### config.mk
export PLATFORM = sky130hd
export DESIGN_NAME = charger_controller_flat
export DESIGN_NICKNAME = d
export VERILOG_FILES = /design/src/rtl/charger_pkg.sv /design/src/rtl/charger_if.sv /design/src/rtl/charger_tick_gen.sv /design/src/rtl/charger_controller.sv /design/src/flat_wrapper.sv
export SDC_FILE = /design/constraint.sdc
export NUM_CORES = 1
export LEC_CHECK = 0
export BUFFER_PORTS_ARGS = -buffer_cell sky130_fd_sc_hd__buf_2
export CORE_ASPECT_RATIO = 0.8
export CORE_MARGIN = 5
export CORE_UTILIZATION = 36
export CTS_CLUSTER_SIZE = 24
export DETAILED_ROUTE_END_ITERATION = 8
export GPL_ROUTABILITY_DRIVEN = 0
export PLACE_DENSITY = 0.54
export SLEW_MARGIN = 30
export SYNTH_ARGS = -nofsm -noshare
export SYNTH_HDL_FRONTEND = slang
export SYNTH_HIERARCHICAL = 1
export SYNTH_SLANG_ARGS = --single-unit
### constraint.sdc
create_clock -name clk -period 4.5 [get_ports clk]
set_clock_uncertainty 0.15 [all_clocks]
set_input_delay 0.675 -clock clk [delete_from_list [all_inputs] [get_ports clk]]
set_output_delay 0.675 -clock clk [all_outputs]
set_load 0.01 [all_outputs]
### src/rtl/charger_pkg.sv
// Shared constants for the coin-operated charger: state codes decoded by the LED displayer,
// value widths and the saturating balance adder.
package charger_pkg;

    localparam int STATE_W = 3;
    localparam int MONEY_W = 5;
    localparam int TIME_W  = 6;

    // Codes must match the downstream state-to-LED decode exactly.
    typedef enum logic [STATE_W-1:0] {
        S_OFF     = 3'd0,
        S_STANDBY = 3'd1,
        S_INPUT   = 3'd2,
        S_CHARGE  = 3'd3,
        S_DONE    = 3'd4
    } state_e;

    function automatic logic [MONEY_W-1:0] coin_value(input logic coin_1, input logic coin_10);
        logic [MONEY_W-1:0] val;
        val = '0;
        if (coin_1)  val = val + MONEY_W'(1);
        if (coin_10) val = val + MONEY_W'(10);
        return val;
    endfunction

    // One extra bit of headroom so 31 + 11 style overflow is caught before clamping.
    function automatic logic [MONEY_W-1:0] sat_add(input logic [MONEY_W-1:0] a,
                                                  input logic [MONEY_W-1:0] b,
                                                  input int                 max_val);
        logic [MONEY_W:0] sum;
        sum = {1'b0, a} + {1'b0, b};
        if (sum > (MONEY_W+1)'(max_val)) return MONEY_W'(max_val);
        return sum[MONEY_W-1:0];
    endfunction

endpackage

### src/rtl/charger_if.sv
// Pulse inputs from the front panel and status outputs towards the display path.
// The controller uses the slave modport; whoever drives the pulses uses master.
interface charger_if;
    import charger_pkg::*;

    logic               power_on;
    logic               power_off;
    logic               coin_1;
    logic               coin_10;
    logic               start;
    logic               cancel;
    logic [STATE_W-1:0] state;
    logic [MONEY_W-1:0] money;
    logic [TIME_W-1:0]  remain_time;

    modport master (
        output power_on, power_off, coin_1, coin_10, start, cancel,
        input  state, money, remain_time
    );

    modport slave (
        input  power_on, power_off, coin_1, coin_10, start, cancel,
        output state, money, remain_time
    );

endinterface

### src/rtl/charger_tick_gen.sv
// Prescaler producing a one-cycle tick every TICK_DIV clocks; a synchronous clear
// restarts the period so the next tick lands exactly TICK_DIV cycles after it.
module tick_gen #(
    parameter int TICK_DIV = 100000000
) (
    input  logic clk,
    input  logic rst_n,
    input  logic clr,
    output logic tick
);
    localparam int                CNT_W = (TICK_DIV > 2) ? $clog2(TICK_DIV) : 1;
    localparam logic [CNT_W-1:0]  LAST  = CNT_W'(TICK_DIV - 1);

    logic [CNT_W-1:0] cnt_q;
    logic [CNT_W-1:0] cnt_d;

    assign tick = (cnt_q == LAST);

    always_comb begin
        cnt_d = cnt_q + 1'b1;
        if (clr || tick) cnt_d = '0;
    end

    always_ff @(posedge clk or negedge rst_n) begin
        if (!rst_n) cnt_q <= '0;
        else        cnt_q <= cnt_d;
    end

endmodule

### src/rtl/charger_controller.sv
// Central FSM of the coin-operated phone charger: balance entry, charge countdown, state code.
// Define CHARGER_TIMEOUT_EN to abort idle coin entry after IDLE_TIMEOUT ticks.
module charger_controller
    import charger_pkg::*;
#(
    parameter int TICK_DIV     = 100000000,
    parameter int MAX_MONEY    = 20,
    parameter int SEC_PER_UNIT = 2,
    parameter int IDLE_TIMEOUT = 10,
    parameter int DONE_HOLD    = 3
) (
    input  logic     clk,
    input  logic     rst_n,
    charger_if.slave bus
);
    localparam int HOLD_W = (DONE_HOLD > 2) ? $clog2(DONE_HOLD) : 1;

    // Parameter sets that would overflow the 5-bit balance or 6-bit time are rejected.
    if (TICK_DIV < 2 || MAX_MONEY < 1 || MAX_MONEY > 31 || MAX_MONEY * SEC_PER_UNIT > 63 ||
        IDLE_TIMEOUT < 1 || DONE_HOLD < 1) begin : g_bad_params
        $error("charger_controller: unsupported parameter combination");
    end

    state_e             state_q,  state_d;
    logic [MONEY_W-1:0] money_q,  money_d;
    logic [TIME_W-1:0]  remain_q, remain_d;
    logic [HOLD_W-1:0]  hold_q,   hold_d;

    logic               tick;
    logic               coin_any;
    logic               coin_ok;
    logic               state_chg;
    logic [MONEY_W-1:0] coin_val;

`ifdef CHARGER_TIMEOUT_EN
    localparam int IDLE_W = (IDLE_TIMEOUT > 2) ? $clog2(IDLE_TIMEOUT) : 1;
    logic [IDLE_W-1:0] idle_q, idle_d;
`endif

    tick_gen #(
        .TICK_DIV (TICK_DIV)
    ) u_tick_gen (
        .clk   (clk),
        .rst_n (rst_n),
        .clr   (state_chg | coin_ok),
        .tick  (tick)
    );

    assign coin_any = bus.coin_1 | bus.coin_10;
    assign coin_val = coin_value(bus.coin_1, bus.coin_10);

    always_comb begin
        // NOTE: every signal written here gets a default first, so no path can infer a latch.
        state_d  = state_q;
        money_d  = money_q;
        remain_d = remain_q;
        hold_d   = hold_q;
        coin_ok  = 1'b0;
`ifdef CHARGER_TIMEOUT_EN
        idle_d   = idle_q;
`endif
        if (bus.power_off) begin
            state_d  = S_OFF;
            money_d  = '0;
            remain_d = '0;
        end else begin
            case (state_q)
                S_OFF: begin
                    if (bus.power_on) state_d = S_STANDBY;
                end
                S_STANDBY: begin
                    if (coin_any) begin
                        state_d = S_INPUT;
                        money_d = sat_add('0, coin_val, MAX_MONEY);
                        coin_ok = 1'b1;
                    end
                end
                S_INPUT: begin
                    if (bus.cancel) begin
                        state_d = S_STANDBY;
                        money_d = '0;
                    end else if (bus.start && money_q != '0) begin
                        state_d  = S_CHARGE;
                        remain_d = TIME_W'(money_q) * TIME_W'(SEC_PER_UNIT);
                        money_d  = '0;
                    end else if (coin_any) begin
                        money_d = sat_add(money_q, coin_val, MAX_MONEY);
                        coin_ok = 1'b1;
`ifdef CHARGER_TIMEOUT_EN
                        idle_d  = '0;
                    end else if (tick) begin
                        if (idle_q == IDLE_W'(IDLE_TIMEOUT - 1)) begin
                            state_d = S_STANDBY;
                            money_d = '0;
                        end else begin
                            idle_d = idle_q + 1'b1;
                        end
`endif
                    end
                end
                S_CHARGE: begin
                    if (tick) begin
                        if (remain_q <= TIME_W'(1)) begin
                            remain_d = '0;
                            state_d  = S_DONE;
                        end else begin
                            remain_d = remain_q - 1'b1;
                        end
                    end
                end
                S_DONE: begin
                    if (tick) begin
                        if (hold_q == HOLD_W'(DONE_HOLD - 1)) state_d = S_STANDBY;
                        else                                  hold_d  = hold_q + 1'b1;
                    end
                end
                default: state_d = S_OFF;
            endcase
        end

        // Per-state tick counters always start from zero in the state being entered.
        state_chg = (state_d != state_q);
        if (state_chg) begin
            hold_d = '0;
`ifdef CHARGER_TIMEOUT_EN
            idle_d = '0;
`endif
        end
    end

    // NOTE: state registers use non-blocking assignments so every flop samples pre-edge values.
    always_ff @(posedge clk or negedge rst_n) begin
        if (!rst_n) begin
            state_q  <= S_OFF;
            money_q  <= '0;
            remain_q <= '0;
            hold_q   <= '0;
        end else begin
            state_q  <= state_d;
            money_q  <= money_d;
            remain_q <= remain_d;
            hold_q   <= hold_d;
        end
    end

`ifdef CHARGER_TIMEOUT_EN
    always_ff @(posedge clk or negedge rst_n) begin
        if (!rst_n) idle_q <= '0;
        else        idle_q <= idle_d;
    end
`endif

    assign bus.state       = state_q;
    assign bus.money       = money_q;
    assign bus.remain_time = remain_q;

endmodule

### src/flat_wrapper.sv
// flat-port wrapper written by rule: the top's interface ports become plain ports
module charger_controller_flat import charger_pkg::*;
#(
    parameter int TICK_DIV     = 100000000,
    parameter int MAX_MONEY    = 20,
    parameter int SEC_PER_UNIT = 2,
    parameter int IDLE_TIMEOUT = 10,
    parameter int DONE_HOLD    = 3
)
  (clk, rst_n, bus_power_on, bus_power_off, bus_coin_1, bus_coin_10, bus_start, bus_cancel, bus_state, bus_money, bus_remain_time);
  charger_if bus_i ();
  input  logic clk;
  input  logic rst_n;
  input wire logic [$bits(bus_i.power_on)-1:0] bus_power_on;
  input wire logic [$bits(bus_i.power_off)-1:0] bus_power_off;
  input wire logic [$bits(bus_i.coin_1)-1:0] bus_coin_1;
  input wire logic [$bits(bus_i.coin_10)-1:0] bus_coin_10;
  input wire logic [$bits(bus_i.start)-1:0] bus_start;
  input wire logic [$bits(bus_i.cancel)-1:0] bus_cancel;
  output wire logic [$bits(bus_i.state)-1:0] bus_state;
  output wire logic [$bits(bus_i.money)-1:0] bus_money;
  output wire logic [$bits(bus_i.remain_time)-1:0] bus_remain_time;
  assign bus_i.power_on = bus_power_on;
  assign bus_i.power_off = bus_power_off;
  assign bus_i.coin_1 = bus_coin_1;
  assign bus_i.coin_10 = bus_coin_10;
  assign bus_i.start = bus_start;
  assign bus_i.cancel = bus_cancel;
  assign bus_state = bus_i.state;
  assign bus_money = bus_i.money;
  assign bus_remain_time = bus_i.remain_time;
  charger_controller #(.TICK_DIV(TICK_DIV), .MAX_MONEY(MAX_MONEY), .SEC_PER_UNIT(SEC_PER_UNIT), .IDLE_TIMEOUT(IDLE_TIMEOUT), .DONE_HOLD(DONE_HOLD)) u_core (.clk(clk), .rst_n(rst_n), .bus(bus_i));
endmodule
==> run summary, run 1 <==
In this run, CTS created clock tree buffers numbering 5. Of all flip-flops after synthesis, the portion carrying an async set or reset was 100%. The tools report the pin count of the biggest net entering global routing as 44. The run gives 43 as the clock sink count. The routed length per placed instance works out to 16.1 um.

The region available for standard cell placement spans 0.00787 mm2. The reported max-cap violation count is 0. After layout, the worst setup slack is 0.850 ns. Setup total negative slack on the finished layout was measured at 0 ns.

The layout overhead on the synthesized area was 9.66%. Leaving out fill and tap cells, the most frequent cell in the layout is sky130_fd_sc_hd__dfrtp_1. The power dissipated by switching net loads was 0.000298 W; the part of the power in registers was 49.2%. The initial standard-cell utilization of the core is 36.7%. The width of the die is 110 um, and the global-route total usage across every layer is 15.5%.

The netlist area before placement came out at 0.00289 mm2. The worst-path maximum fanout is 15. For the number of hold-slack violations in the final timing report, the log shows 0. The sequential element share of the synthesized area came out at 37.3%. Counting along the longest clock path gives a buffer depth of 2. The cell with the largest stage delay on the worst path was sky130_fd_sc_hd__nor3_1. The cell type with the highest aggregate area in the netlist is sky130_fd_sc_hd__dfrtp_1. Yosys printed 6 warnings. The worst-case IR drop observed on VDD is 0.117 mV. After detailed routing, the number of vias per cell comes to 5.75.

The smallest clock period supported by the final layout is computed as 3.65 ns. The critical path startpoint category was a flop. The first routing iteration left 129 violations. The tools report the post-CTS setup repair buffer count as 0. The post-route netlist has 11.9% of its cells at a drive strength greater than 1. The DRC violation count after routing was 0; the total setup violations reported at the end of the flow was 0. Initial antenna violation count: 0. The final period utilization is 81.1%, and the worst slack on hold paths is 0.204 ns. The per-instance average area after synthesis was 8.65 um2; the highest clock frequency the design can meet was 274 MHz. The run gives 21.1% as the combinational power share. The critical path contains buffers and inverters numbering 4 combined. The cell family contributing the most delay on the critical path is simple AND/OR/NAND/NOR gates.

The number of enable flip-flop cells after synthesis is 0. TritonCTS built the clock tree. Summed over all nets, the half-perimeter wirelength after detailed placement is 5.17 mm. The floorplan die height was 90.1 um; the fraction of power spent switching nets was 33.7%.

Setup repair after global routing left no endpoint under its margin. On the worst path, the slowest cell contributes a delay of 0.42 ns. Global routing finished with a remaining overflow of 0.

The unique cell type count in the Yosys netlist is 53, and the worst max-slew margin expressed relative to the limit is 52.1%. The via count of the first global-routing pass was 2573; the number of pins with negative max-slew slack in the final report was 0. Counting every instance in the synthesized netlist gives 334. In the layout the commonest cells are sky130_fd_sc_hd__dfrtp_1, sky130_fd_sc_hd__a21oi_1, sky130_fd_sc_hd__nor2_1.

During I/O placement, the number of pins put on the boundary was 22. STA classifies the critical path endpoint as a flop. Slew at the pin closest to its max-slew limit: 0.717 ns. The later pin in the worst-skew pair is clocked with a latency of 0.31 ns. Once the clock tree was built, the resizer swapped 0 gates to a different size.

The run finished with clean final reports. The floorplan has 29 rows. The first detailed-routing pass took 4 iterations. The routed layout has 2643 vias. The number of buffers inserted by port buffering was 21. The cell sitting at the root of the clock tree is a sky130_fd_sc_hd__clkbuf_8. The H-tree was split into 2 levels.

Counting flops and latches in the post-synthesis netlist gives 43. Internal power comes to 0.000586 W. The number of nets handed over by synthesis was 350.

The top cell type by area accounts for 37.3% of the synthesized area. 0 antenna diodes ended up in the layout. Prior to clock tree synthesis, the placed netlist has a worst setup slack of 0.884 ns.

The commonest register cell after synthesis was sky130_fd_sc_hd__dfrtp_1. In this run, the clock network consumes 29.7% of the power. At the end of the flow, the number of nets in the layout was 367. By startpoint and endpoint, the worst setup path is classified as reg -> reg. For this design, the CTS-stage hold fixing added 0 buffers. For this block, the routed nets add up to 7.43 mm of wire.

The critical path goes through ha_1 -> and4_1 -> nand4_2 -> nor4_1 -> buf_4 -> inv_1 -> nor3_1 -> a211oi_1 -> o221ai_1 -> nand2b_1 -> inv_1 -> o41ai_4 -> buf_4 -> a21oi_1. The leakage power of the design came out at 1.27 nW. Dividing total power by cell area gives a power density of 279 mW/mm2.

For the required time of the worst setup path, the log shows 4.54 ns. Once detail routing completed, the nets flagged for antenna violations numbered 0. Clock-pin slew was measured on the worst setup and hold paths at 0.10 ns.

The first global-routing pass estimated 12.4 mm of wire. The class of the tightest hold or removal check was in -> async. Data on the critical path arrives at its endpoint at 3.69 ns. By area the synthesized netlist is led by sky130_fd_sc_hd__dfrtp_1, sky130_fd_sc_hd__a21oi_1, sky130_fd_sc_hd__nor2_1. The tools report the floorplan die area as 0.00992 mm2.
==> cell families (layout without fill, tap and decap cells) <==
logic type               count (synthesis)  after routing  synth area share, %
AO/OA/AOI/OAI                           91             91                 21.3
XOR/XNOR                                14             14                 4.25
adder cells (fa/ha/maj)                  8              8                 3.73
buffers and inverters                   32             50                 4.94
flip-flops                              43             43                 37.3
multiplexers                             2              2                0.693
AND/OR/NAND/NOR                        144            144                 27.9
==> path summary, 6_finish.rpt <==
check,start,endpoint,slack (ns),cells after the start
max,u_core/u_tick_gen/cnt_q[0]$_DFF_PN0_,u_core/u_tick_gen/cnt_q[20]$_DFF_PN0_,0.85,14
min,rst_n,u_core/u_tick_gen/cnt_q[4]$_DFF_PN0_,0.20,1
max reg2reg,u_core/u_tick_gen/cnt_q[0]$_DFF_PN0_,u_core/u_tick_gen/cnt_q[20]$_DFF_PN0_,0.85,14
min reg2reg,u_core/u_tick_gen/cnt_q[0]$_DFF_PN0_,u_core/u_tick_gen/cnt_q[0]$_DFF_PN0_,0.33,1
max in group asynchronous,rst_n,u_core/bus.remain_time[0]$_DFFE_PN0P_,3.61,1
min in group clk,u_core/u_tick_gen/cnt_q[0]$_DFF_PN0_,u_core/u_tick_gen/cnt_q[0]$_DFF_PN0_,0.33,1
==> power by group through the flow <==
stage               logic [W]  clock network [W]  registers [W]
finish               0.000187           0.000262       0.000435
global route         0.000210           0.000288       0.000439
CTS                  0.000187           0.000275       0.000435
detailed placement   0.000186                  0       0.000443
global placement     0.000183                  0       0.000442
floorplan            0.000146                  0       0.000431
==> registers in the layout, indices dropped and copies added (netlist names) <==
signal,cells
u_core/hold_q,2
u_core/bus.money,5
u_core/u_tick_gen/cnt_q,27
u_core/bus.remain_time,6
u_core/bus.state,3
==> per-layer routing <==
metal	wire length, um	vias to the layer above	track usage [%]
met5	0	-	0
met4	77	0	4.82
met3	345	9	3.15
met2	3310	55	23.6
met1	3700	1291	21.8
li1	-	1288	-
==> cell usage after synthesis, drive strengths merged, types with 5 or more instances <==
library cell   n
ha             7
nand3         13
nand4         10
and4           5
inv           19
or4           11
clkbuf        10
dfrtp         43
nor2          30
nor4           8
a211oi        13
a21oi         31
xor2           9
nand2         21
o21ai         17
o31ai          7
nor3          10
or3           10
xnor2          5
==> area by class of cell <==
type | count | area (um2)
Inverter | 19 | 71.3
Sequential cell | 43 | 1080
Clock buffer | 5 | 68.8
Tap cell | 108 | 135
Timing Repair Buffer | 23 | 123
Fill cell | 825 | 4710
Multi-Input combinational cell | 259 | 1670
Clock inverter | 3 | 23.8
==> through the flow <==
stage	power [W]	cell area (um2)	cells	util, %
2_1_floorplan	0.000577	2890	334	-
3_3_place_gp	0.000625	3070	452	39.0
3_5_place_dp	0.000629	3070	452	39.0
4_1_cts	0.000897	3170	460	40.2
5_1_grt	0.000937	3170	460	40.2
6_report	0.000884	3170	460	40.2
Note: power is estimated with default switching activity, not from simulation.
==> inputs of run 2 (changes only) <==
--- a/config.mk
+++ b/config.mk
@@ -12,7 +12,7 @@
 export CTS_CLUSTER_SIZE = 24
 export DETAILED_ROUTE_END_ITERATION = 8
 export GPL_ROUTABILITY_DRIVEN = 0
-export PLACE_DENSITY = 0.54
+export PLACE_DENSITY = 0.56
 export SLEW_MARGIN = 30
 export SYNTH_ARGS = -nofsm -noshare
 export SYNTH_HDL_FRONTEND = slang
==> constraint.sdc (replaced) <==
create_clock -name clk -period 3.1 [get_ports clk]
set_clock_uncertainty 0.15 [all_clocks]
set_input_delay 0.465 -clock clk [delete_from_list [all_inputs] [get_ports clk]]
set_output_delay 0.465 -clock clk [all_outputs]
set_load 0.01 [all_outputs]
==> run summary, run 2 (synthesis results as in run 1) <==
The run finished, with violations left. The checks that failed: negative hold slack. The fraction of final layout cells sized beyond drive strength 1 came out at 21.1% (+9.2 points).

The clock sink count was 43 (unchanged); the worst-path maximum fanout was 8 (-7). The signal on the critical path passes through ha_1 -> and4_2 -> nand4_2 -> nor4_2 -> buf_4 -> a2111o_1 -> a22o_1 -> a41oi_2 -> o221ai_1 -> nand2b_4 -> inv_1 -> o41ai_4 -> clkbuf_16 -> a21oi_1. The minimum period implied by the final worst setup slack was 2.99 ns (-0.660 ns); the post-CTS clock slew at the launch and capture registers of the worst setup and hold paths was 0.08 ns (-0.02 ns).

The logs give 2736 (+3.5%) for the total vias in the final route and 0.00348 mm2 (+9.8%) for the final instance area. The tools report the required time of the worst setup path as 3.17 ns (-1.37 ns). The final wirelength was 7.64 mm (+2.9%); the maximum clock insertion buffer count was 2 (unchanged).

The via count normalized by instance count came out at 5.57 (-3.0%). The tightest min-delay check is of the in -> async type. TritonCTS built the clock tree. The highest clock frequency the design can meet came out at 334 MHz (+22%). The fraction of power spent switching nets was 31.5% (-2.2 points); the pre-CTS setup slack was 0.107 ns (-0.777 ns).

The tools report the via count of the first global-routing pass as 2492 (-3.1%). The logs give 1.46 nW (+15%) for the leakage power of the design and 234 (+81%) for the violation count after the first detailed-routing iteration. Power dissipated by switching net loads: 0.000432 W (+45%). The largest individual stage delay along the critical path comes from the cell sky130_fd_sc_hd__dfrtp_1.

The power density normalized to cell area is 394 mW/mm2 (+41%), and the remaining antenna violation count after routing is 0 (unchanged). The run gives 0 (unchanged) as the number of pins with negative max-slew slack in the final report. The logs give 22 (unchanged) for the number of ports placed on the die boundary and 2 (unchanged) for the number of H-tree levels.

The tools report the total placed instance area as 0.00328 mm2 (+6.8%). For the worst reg-to-reg setup slack, the log shows 0.11 ns (-0.74 ns). The tools report the standard cell core area as 0.00787 mm2 (unchanged).

The tools report the number of diodes added for antenna fixing as 0 (unchanged). The width of the die is 110 um (unchanged). Global-route congestion overflow total: 0 (unchanged). For the number of hold-slack violations in the final timing report, the log shows 2 (+2). The run gives 0.156 mV (+34%) as the worst IR drop on VDD.

The tools report the element type at the critical path end as a flop. The share of total power in the clock network was 26.9% (-2.8 points). The routed length per placed instance is 15.6 um (-3.6%), and the pin count of the biggest net entering global routing is 44 (unchanged). The floorplan die area was 0.00992 mm2 (unchanged); the number of buffer and inverter stages on the critical path was 3 (-1).

The post-layout net count is 399 (+8.7%). The run gives 0 (unchanged) as the total setup violations reported at the end of the flow. Leaving out fill and tap cells, the most frequent cell in the layout is sky130_fd_sc_hd__dfrtp_1.

The post-layout total power is 0.00137 W (+55%), and the number of buffers inserted by port buffering is 21 (unchanged). The estimated wirelength of the detail-placed design is 5.23 mm (+1.2%), and the floorplan die height is 90.1 um (unchanged). The cell at the root of the clock tree was sky130_fd_sc_hd__clkbuf_8. For the first-pass GRT wire length, the log shows 12.4 mm (-0.44%).

The slew at the pin closest to its max-slew limit works out to 0.584 ns (-0.133 ns). The worst slack on hold paths came out at -0.00132 ns (-0.205 ns). The cell row count is 29 (unchanged). The worst setup path category is reg -> reg. The critical path data arrival time came out at 3.06 ns (-0.63 ns). The CTS buffer count is 5 (unchanged), and the combinational power share is 28.4% (+7.3 points). The initial standard-cell utilization of the core came out at 36.7% (unchanged). For the final worst setup slack, the log shows 0.110 ns (-0.740 ns). Ranked by flip-flop count, first place goes to u_core/u_tick_gen/cnt_q.

Flip-flop count of the largest register after layout: 27 (unchanged). The tools report the critical path startpoint category as a flop. Leaving out fill and tap cells, the most frequent cells in the layout are sky130_fd_sc_hd__dfrtp_1, sky130_fd_sc_hd__buf_4, sky130_fd_sc_hd__nor2_1. The DRC violation count after routing is 0 (unchanged), and the worst max-slew margin expressed relative to the limit is 60.7% (+8.6 points). For the initial antenna violation count, the log shows 0 (unchanged). The longest individual stage delay on the worst path works out to 0.39 ns (-0.03 ns). The clock insertion delay at the later pin of the skew report is 0.30 ns (about the same), and the global-route total usage across every layer is 15.2% (-0.29 points). The tools report the reported max-cap violation count as 0 (unchanged). The tools report the detailed-router iteration count before antenna repair as 5 (+1). The cell class contributing the biggest share of worst-path delay was compound AO/OA/AOI/OAI gates. The internal power was 0.000938 W (+60%); the layout overhead on the synthesized area was 20.4%. The final period utilization is 96.5% (+15 points). The part of the power in registers is 44.7% (-4.5 points).
[run 2: final cells by class]
class | count | area [um2]
fillers | 776 | 4400
repair buffers | 55 | 397
inverters | 19 | 71.3
multi-input cells | 259 | 1710
well taps | 108 | 135
clock inverters | 1 | 5.00
flip-flops and latches | 43 | 1080
clock buffers | 6 | 82.6
[run 2: metrics by stage]
stage | utilization [%] | cells | setup TNS (ns)
detailed placement | 41.7 | 478 | 0
CTS | 42.8 | 485 | 0
global placement | 41.6 | 478 | 0
floorplan | - | 334 | 0
finish | 44.2 | 491 | 0
global route | 44.2 | 491 | -0.486
[run 2: timing repair]
action,in CTS,in global routing
resized for setup,0,8
setup buffers,0,4
setup endpoints to repair,0,26
hold buffers,0,0
[run 2: power by group through the flow]
| stage | logic [W] | registers [W] | clock network, W |
|---|---|---|---|
| CTS | 0.000335 | 0.000613 | 0.000384 |
| global route | 0.000427 | 0.000616 | 0.000398 |
| detailed placement | 0.000334 | 0.000624 | 0 |
| global placement | 0.000334 | 0.000623 | 0 |
| finish | 0.000390 | 0.000612 | 0.000368 |
| floorplan | 0.000212 | 0.000626 | 0 |
[run 2: worst register-to-register path: stages, from the launching register on]
cell and delay, ns:
sky130_fd_sc_hd__dfrtp_1 0.39, sky130_fd_sc_hd__ha_1 0.21, sky130_fd_sc_hd__and4_2 0.26, sky130_fd_sc_hd__nand4_2 0.11, sky130_fd_sc_hd__nor4_2 0.04, sky130_fd_sc_hd__buf_4 0.16
sky130_fd_sc_hd__a2111o_1 0.36, sky130_fd_sc_hd__a22o_1 0.20, sky130_fd_sc_hd__a41oi_2 0.16, sky130_fd_sc_hd__o221ai_1 0.17, sky130_fd_sc_hd__nand2b_4 0.18, sky130_fd_sc_hd__inv_1 0.09
sky130_fd_sc_hd__o41ai_4 0.13, sky130_fd_sc_hd__clkbuf_16 0.19, sky130_fd_sc_hd__a21oi_1 0.11
[run 2: per-layer routing]
layer	part of all wire, %	track usage (%)
met5	0	0
met4	0.52	3.90
met3	3.8	2.79
met2	43	20.6
met1	52	24.3
[run 2: worst paths after layout]
check,end,startpoint,depth (start not counted)
setup / recovery,u_core/u_tick_gen/cnt_q[24]$_DFF_PN0_,u_core/u_tick_gen/cnt_q[0]$_DFF_PN0_,14
hold / removal,u_core/u_tick_gen/cnt_q[9]$_DFF_PN0_,rst_n,1
setup reg to reg,u_core/u_tick_gen/cnt_q[24]$_DFF_PN0_,u_core/u_tick_gen/cnt_q[0]$_DFF_PN0_,14
hold reg to reg,u_core/hold_q[1]$_DFFE_PN0P_,u_core/hold_q[1]$_DFFE_PN0P_,2
max in group asynchronous,u_core/bus.remain_time[0]$_DFFE_PN0P_,rst_n,1
min in group clk,u_core/hold_q[1]$_DFFE_PN0P_,u_core/hold_q[1]$_DFFE_PN0P_,2
